$ cat config.mk
export PLATFORM = sky130hd
export DESIGN_NAME = lsu_rmw
export DESIGN_NICKNAME = d
export VERILOG_FILES = /design/src/rtl/lsu_rmw.sv
export SDC_FILE = /design/constraint.sdc
export NUM_CORES = 1
export LEC_CHECK = 0
export ABC_AREA = 1
export CAP_MARGIN = 10
export CORE_UTILIZATION = 29
export CTS_CLUSTER_DIAMETER = 100
export CTS_CLUSTER_SIZE = 14
export DETAILED_ROUTE_END_ITERATION = 10
export PLACE_DENSITY = 0.66
export SLEW_MARGIN = 30
export SYNTH_ARGS = -nofsm -noshare
export SYNTH_HDL_FRONTEND = slang
export SYNTH_SLANG_ARGS = --single-unit
$ cat constraint.sdc
create_clock -name clk_i -period 2.64 [get_ports clk_i]
set_clock_uncertainty 0.05 [all_clocks]
set_input_delay 0.264 -clock clk_i [delete_from_list [all_inputs] [get_ports clk_i]]
set_output_delay 0.264 -clock clk_i [all_outputs]
set_load 0.02 [all_outputs]
$ cat src/rtl/lsu_rmw.sv
// Load/store unit between an RV32I core and a word-wide, byte-enable-less data memory.
// Sub-word loads are extracted and extended; sub-word stores use a read-modify-write.
module lsu_rmw #(
  parameter int unsigned MEM_WORDS   = 4096,
  parameter bit          RANGE_CHECK = 1'b1
) (
  input  logic        clk_i,
  input  logic        rst_ni,
  input  logic        core_req_i,
  input  logic        core_we_i,
  input  logic [2:0]  core_size_i,
  input  logic [31:0] core_addr_i,
  input  logic [31:0] core_wd_i,
  output logic [31:0] core_rd_o,
  output logic        valid_o,
  output logic        stall_o,
  output logic        err_o,
  output logic        mem_req_o,
  output logic        mem_we_o,
  output logic [31:0] mem_addr_o,
  output logic [31:0] mem_wd_o,
  input  logic [31:0] mem_rd_i
);

  typedef enum logic [1:0] {StIdle, StLoadWait, StRmwMerge} state_e;

  localparam logic [33:0] AddrLimit = 34'(MEM_WORDS) * 34'd4;

  state_e      state_q, state_d;
  logic [31:0] addr_q, addr_d;
  logic [31:0] wd_q, wd_d;
  logic [2:0]  size_q, size_d;

  logic size_ok, out_of_range, req_err;

  function automatic logic [31:0] load_ext(input logic [31:0] word, input logic [1:0] lane,
                                           input logic [2:0] size);
    logic [7:0]  b;
    logic [15:0] h;
    b = word[{lane, 3'b000} +: 8];
    h = lane[1] ? word[31:16] : word[15:0];
    case (size)
      3'b000:  load_ext = {{24{b[7]}}, b};
      3'b100:  load_ext = {24'd0, b};
      3'b001:  load_ext = {{16{h[15]}}, h};
      3'b101:  load_ext = {16'd0, h};
      default: load_ext = word;
    endcase
  endfunction

  function automatic logic [31:0] merge(input logic [31:0] word, input logic [1:0] lane,
                                        input logic [2:0] size, input logic [31:0] wd);
    logic [31:0] m;
    m = word;
    if (size[0]) begin
      if (lane[1]) m[31:16] = wd[15:0];
      else         m[15:0]  = wd[15:0];
    end else begin
      m[{lane, 3'b000} +: 8] = wd[7:0];
    end
    merge = m;
  endfunction

  always_comb begin
    size_ok      = core_size_i inside {3'b000, 3'b001, 3'b010, 3'b100, 3'b101};
    out_of_range = RANGE_CHECK && ({2'b00, core_addr_i} >= AddrLimit);
    req_err      = !size_ok
                || (core_size_i[2] && core_we_i)
                || (core_size_i[1:0] == 2'b01 && core_addr_i[0])
                || (core_size_i == 3'b010 && core_addr_i[1:0] != 2'b00)
                || out_of_range;
  end

  always_comb begin
    state_d    = state_q;
    addr_d     = addr_q;
    size_d     = size_q;
    wd_d       = wd_q;
    core_rd_o  = '0;
    valid_o    = 1'b0;
    stall_o    = 1'b0;
    err_o      = 1'b0;
    mem_req_o  = 1'b0;
    mem_we_o   = 1'b0;
    mem_addr_o = '0;
    mem_wd_o   = '0;
    // Outputs are forced low for the whole reset, including the IDLE bypass path.
    if (rst_ni) begin
      unique case (state_q)
        StIdle: begin
          if (core_req_i) begin
            addr_d = core_addr_i;
            size_d = core_size_i;
            wd_d   = core_wd_i;
            if (req_err) begin
              err_o = 1'b1;
            end else begin
              mem_req_o  = 1'b1;
              mem_addr_o = {core_addr_i[31:2], 2'b00};
              if (core_we_i && core_size_i == 3'b010) begin
                mem_we_o = 1'b1;
                mem_wd_o = core_wd_i;
                valid_o  = 1'b1;
              end else begin
                stall_o = 1'b1;
                state_d = core_we_i ? StRmwMerge : StLoadWait;
              end
            end
          end
        end
        StLoadWait: begin
          core_rd_o = load_ext(mem_rd_i, addr_q[1:0], size_q);
          valid_o   = 1'b1;
          state_d   = StIdle;
        end
        StRmwMerge: begin
          mem_req_o  = 1'b1;
          mem_we_o   = 1'b1;
          mem_addr_o = {addr_q[31:2], 2'b00};
          mem_wd_o   = merge(mem_rd_i, addr_q[1:0], size_q, wd_q);
          valid_o    = 1'b1;
          state_d    = StIdle;
        end
        default: state_d = StIdle;
      endcase
    end
  end

  always_ff @(posedge clk_i or negedge rst_ni) begin
    if (!rst_ni) begin
      state_q <= StIdle;
      addr_q  <= '0;
      size_q  <= '0;
      wd_q    <= '0;
    end else begin
      state_q <= state_d;
      addr_q  <= addr_d;
      size_q  <= size_d;
      wd_q    <= wd_d;
    end
  end

endmodule
=== After elaboration in Yosys (flattened, before gate mapping) ===
Cells that the tools add are included.

* Output and inout port bits: 101
* Bits in registers: 53

* $add $sub $neg: 1
* $lt $le $gt $ge: 1
* Muxes and demuxes: 42
* Reduce and logical (&&, ||, !) cells: 17
* Shifts and indexed selects: 3
* Eq/ne operators: 13

{| class="wikitable"
|+ Operators with widths
! operator !! count
|-
| $mux W32 || 10
|-
| $pmux W32 S2 || 2
|-
| $pmux W32 S4 || 1
|-
| $mux W16 || 3
|-
| $bwmux W32 || 1
|-
| $ge A32 B15 Y1 const B || 1
|-
| $shift A8 B7 Y32 const A || 1
|-
| $shiftx A32 B6 Y8 || 1
|-
| $shiftx A8 B7 Y32 || 1
|-
| $mux W1 || 17
|-
| $eq A3 B3 Y1 const B || 4
|-
| $mux W2 || 5
|-
| $neg A5 Y7 || 1
|-
| $eq A3 B1 Y1 const B || 2
|-
| $logic_not A3 Y1 || 2
|-
| $ne A2 B2 Y1 const B || 3
|-
| $pmux W1 S2 || 3
|-
| $reduce_bool A5 Y1 || 1
|-
| $eq A2 B1 Y1 const B || 2
|-
| $logic_and A1 B1 Y1 || 4
|-
| $logic_or A1 B1 Y1 || 4
|-
| $reduce_and A4 Y1 || 1
|-
| $eq A3 B2 Y1 const B || 1
|-
| $reduce_and A3 Y1 || 1
|-
| other kinds (5) || 5
|}

=== Logic depth before layout (Yosys ltp) ===
* Depth after elaboration: 11
* Depth in mapped cells: 10

=== Least setup slack after synthesis ===
Ideal clock, no wire load.

* Kind: reg2out
* Start: register addr_q[1]
* End: output port mem_wd_o[10]
* Arrival time: 2.105 ns
* Slack: 0.221 ns
* Cell stages (with the launch flop): 9
* Path through: dfrtp_1 -> inv_2 -> clkbuf_1 -> ha_1 -> clkbuf_1 -> nand2_1 -> o221ai_1 -> nand2_1 -> a21oi_1

* Word-level cells in the longest chain between the ends: 6
* Elaborated cells between the ends (all ways): 8
* Those cells by class: add/sub (1); shift (2); mux (5)

{| class="wikitable"
|+ Ends and longest elaborated chain
! item !! line !! text
|-
| from (decl) || 30 || <nowiki>logic [31:0] addr_q, addr_d;</nowiki>
|-
| from (signal assigned) || 137 || <nowiki>addr_q <= addr_d;</nowiki>
|-
| $neg A5 Y7 || 59 || <nowiki>m[{lane, 3'b000} +: 8] = wd[7:0];</nowiki>
|-
| $shiftx A8 B7 Y32 / $shift A8 B7 Y32 (equally long branches) || 59 ||
|-
| $bwmux W32 || 59 ||
|-
| $mux W32 * || 55 || <nowiki>if (size[0]) begin</nowiki>
|-
| $pmux W32 S2 * || 89 || <nowiki>unique case (state_q)</nowiki>
|-
| $mux W32 * || 88 || <nowiki>if (rst_ni) begin</nowiki>
|-
| to (decl) || 21 || <nowiki>output logic [31:0] mem_wd_o,</nowiki>
|}

Mark *: on every way between the ends. The rest lies on a longest branch, timed or not.

=== Final worst setup path ===
* Start: input port rst_ni
* End: output port core_rd_o[7]

* Word-level cells in the longest chain between the ends: 1

{| class="wikitable"
|+ Ends and longest elaborated chain
! item !! line !! text
|-
| from (decl) || 8 || <nowiki>input logic rst_ni,</nowiki>
|-
| $mux W32 || 88 ||
|-
| to (decl) || 14 || <nowiki>output logic [31:0] core_rd_o,</nowiki>
|}

No other way between the ends.

==> flow_summary.ini <==
[die]
start_util_pct = 30.0
coreArea_mm2 = 0.0168
io_pins = 204
die_height_um = 134
rows = 47
dieArea_mm2 = 0.0179
die_x_um = 134

[clock_network]
clk_latency_ns = 0.29
clkTransAtPathRegs_ns = 0.08
cts_tree = done
htree_levels = 2
clkSinkCount = 53
numCtsBuffers = 5
max-clock-path-buffers = 2
post_cts_buffers = 0
cts_root_buf = clkbuf_16

[synth]
syn_area_mm2 = 0.00503
synth_cells = 738
synth.top_cell.area_share_pct = 26.4
yosysWarnings = 0
netlist_top_cells_area = dfrtp_1 (26%), a21oi_1 (14%), nand2_1 (9.0%)
ys_seq_area_share_pct = 26.4
yosys.area.top_type = dfrtp_1
avgSynthCellArea_um2 = 6.81
ys_types = 30
yosys_register_bits = 53

[sta]
layout_min_cycle_time_ns = 2.51
hold_slack_ns = 0.444
worst_slack_ns = 0.132
rsz0062_at_grt = false
hold_violations = 0
worstMarginPinSlew_ns = 0.501
drv_slew = 0
fin_crit_sh_pct = 95.0
max-slew-margin-rel_pct = 66.2
setup_viol = 0
max_freq_mhz = 399

[critical_path]
reg2reg_slack_ns = 0.45
startpoint_type = primary input
cp.arrival_ns = 2.19
worstPathRequired_ns = 2.33
critical_path.slowest_cell = clkdlybuf4s50_1
critPathMaxFanout = 9
cp_top_family = buffers and inverters
reg2reg_to = addr_q[25]
path_class = primary input to primary output
path_depth = 8
reg2reg_depth = 8
worstSetupStartpoint = rst_ni
timing.rr.start = state_q[0]
critPathCapture = core_rd_o[7]
cp-end-kind = primary output
max_stage_delay_ns = 0.59
crit_chain = dlygate4sd3_1 -> buf_2 -> nand2_1 -> inv_2 -> buf_4 -> o211ai_1 -> inv_1 -> clkdlybuf4s50_1
critPathBufInv = 6

[power]
leakage_nw = 3.41
finalPower_mw = 6.79
irDropWorstVdd_uv = 437
p_per_area_mw_per_mm2 = 907

[drt]
routed-via-count = 6080
first_pass_iters = 5
wirelength_um = 19900
first_iter_violations = 484
final_antenna_net_count = 0
route.detailed.drc = 0
vias_per_cell = 5.26
wire_per_inst_um = 17.2

[grt]
top_usage_layer = met2
gr-usage-met3_pct = 5.86
grt_pass1_vias = 5881
grt_use_met1_pct = 28.7
antenna_found_initial = 1
grt_max_degree = 41
grt_usage_pct = 22.3
overflow = 0
grt_pass1_wl_um = 31700
grt_util_met2_pct = 36.5

[placed_design]
place_ws_ns = -0.165
hpwl_um = 15000
dp_cells = 1146
gp_congestion = 0.927
io_buffers = 201

[outcome]
status = completed

[finish]
nNetsFinal = 1047
fillers = 1751
antenna_cells = 0
finalNonFillerCells = 1156
syn_to_final_growth_pct = 49.0
drive_gt1_share_pct = 16.9

[flow_run]
max_cap_viol_count = 0

[min_path]
hold_path_class = flip-flop to flip-flop
-- area by class of cell --
type	instances	area, um^2	share of cell area, %
Sequential cell	53	1330	17.7
Clock buffer	5	125	1.67
Timing Repair Buffer	255	2320	30.9
Clock inverter	3	68.8	0.919
Inverter	57	216	2.89
Tap cell	220	275	3.67
Multi-Input combinational cell	563	3160	42.2
-- metal layers --
layer	vias to the layer above	wire length, um
met3	26	1870
met2	277	8950
li1	2961	-
met5	-	13
met1	2814	8670
met4	2	389
-- state kept, by name, indices dropped and copies added, names as in the netlist --
signal and flops:
size_q 3, addr_q 32, wd_q 16, state_q 2
-- through the flow --
stage	setup TNS [ns]	instance area, um^2	utilization, %
floorplan	0	5030	-
global placement	-4.03	7420	44.3
detailed placement	-5.55	7420	44.3
CTS	0	7580	45.2
global route	0	7490	44.7
finish	0	7490	44.7
-- synthesized netlist by cell type, drive strengths merged --
cell      n
ha        9
nor2     69
clkbuf   23
o211ai    9
nor3      2
conb      1
nand4    33
or2       1
inv      56
mux2     37
a211oi    1
o21ai    47
a21oi   150
buf      43
nand2   122
dfrtp    53
nand3b    1
o221ai   28
clkinv    1
nand3    51
a221oi    1
-- power breakdown --
part           total [mW]  switching, mW  internal (mW)
combinational        4.35           2.59           1.77
clock               0.870          0.322          0.548
sequential           1.57          0.344           1.22
-- tightest hold or removal path, cell delays in order, from the launching register on --
cell	delay, ns
dfrtp_1	0.35
nand2_1	0.05
o21ai_0	0.06
-- cell families (layout without fill, tap and decap cells) --
kind of cell / after synthesis / count (layout) / share of synthesized area (%)
other cells: 1 / 2 / 0.0746
fa+ha+maj: 9 / 9 / 2.24
buf+inv: 123 / 320 / 11.3
simple gates: 279 / 279 / 24.1
mux: 37 / 37 / 9.04
compound gates: 236 / 236 / 26.9
flops: 53 / 53 / 26.4
-- worst min-delay path by stage --
stage,slack [ns],start,to,cells past startpoint
floorplan,-0.08,rst_ni,addr_q[0],0
global placement,0.31,rst_ni,state_q[1],2
detailed placement,0.31,rst_ni,state_q[1],2
CTS,0.45,addr_q[14],addr_q[14],2
global route,0.48,addr_q[13],addr_q[13],1
finish,0.44,addr_q[14],addr_q[14],2
-- placed cells by master (no fill, tap or decap), types with 2 or more instances in the layout --
cell type        instances
mux2_4                  10
inv_1                   50
clkbuf_2                33
conb_1                   2
o21ai_1                  2
dfrtp_1                 52
a21oi_2                 11
buf_4                   46
inv_2                    5
nand2_1                119
dlygate4sd2_1           36
o221ai_1                28
mux2_2                  27
a21oi_1                139
clkdlybuf4s50_1        120
o21ai_0                 45
bufinv_16                2
clkbuf_16                5
nand2_2                  2
clkdlybuf4s15_1          2
nor2_1                  67
nand3_1                 50
buf_6                    2
buf_12                   5
ha_1                     9
o211ai_1                 9
dlymetal6s2s_1           8
nand4_1                 33
nor3_1                   2
-- what timing repair did --
item | CTS | global route
endpoints found under the setup margin | 75 | 50
gates cloned | 1 | 0
resized for setup | 75 | 82
hold buffers | 1 | 0
hold endpoints to repair | 23 | 0
(Power assumes the default switching activity.)
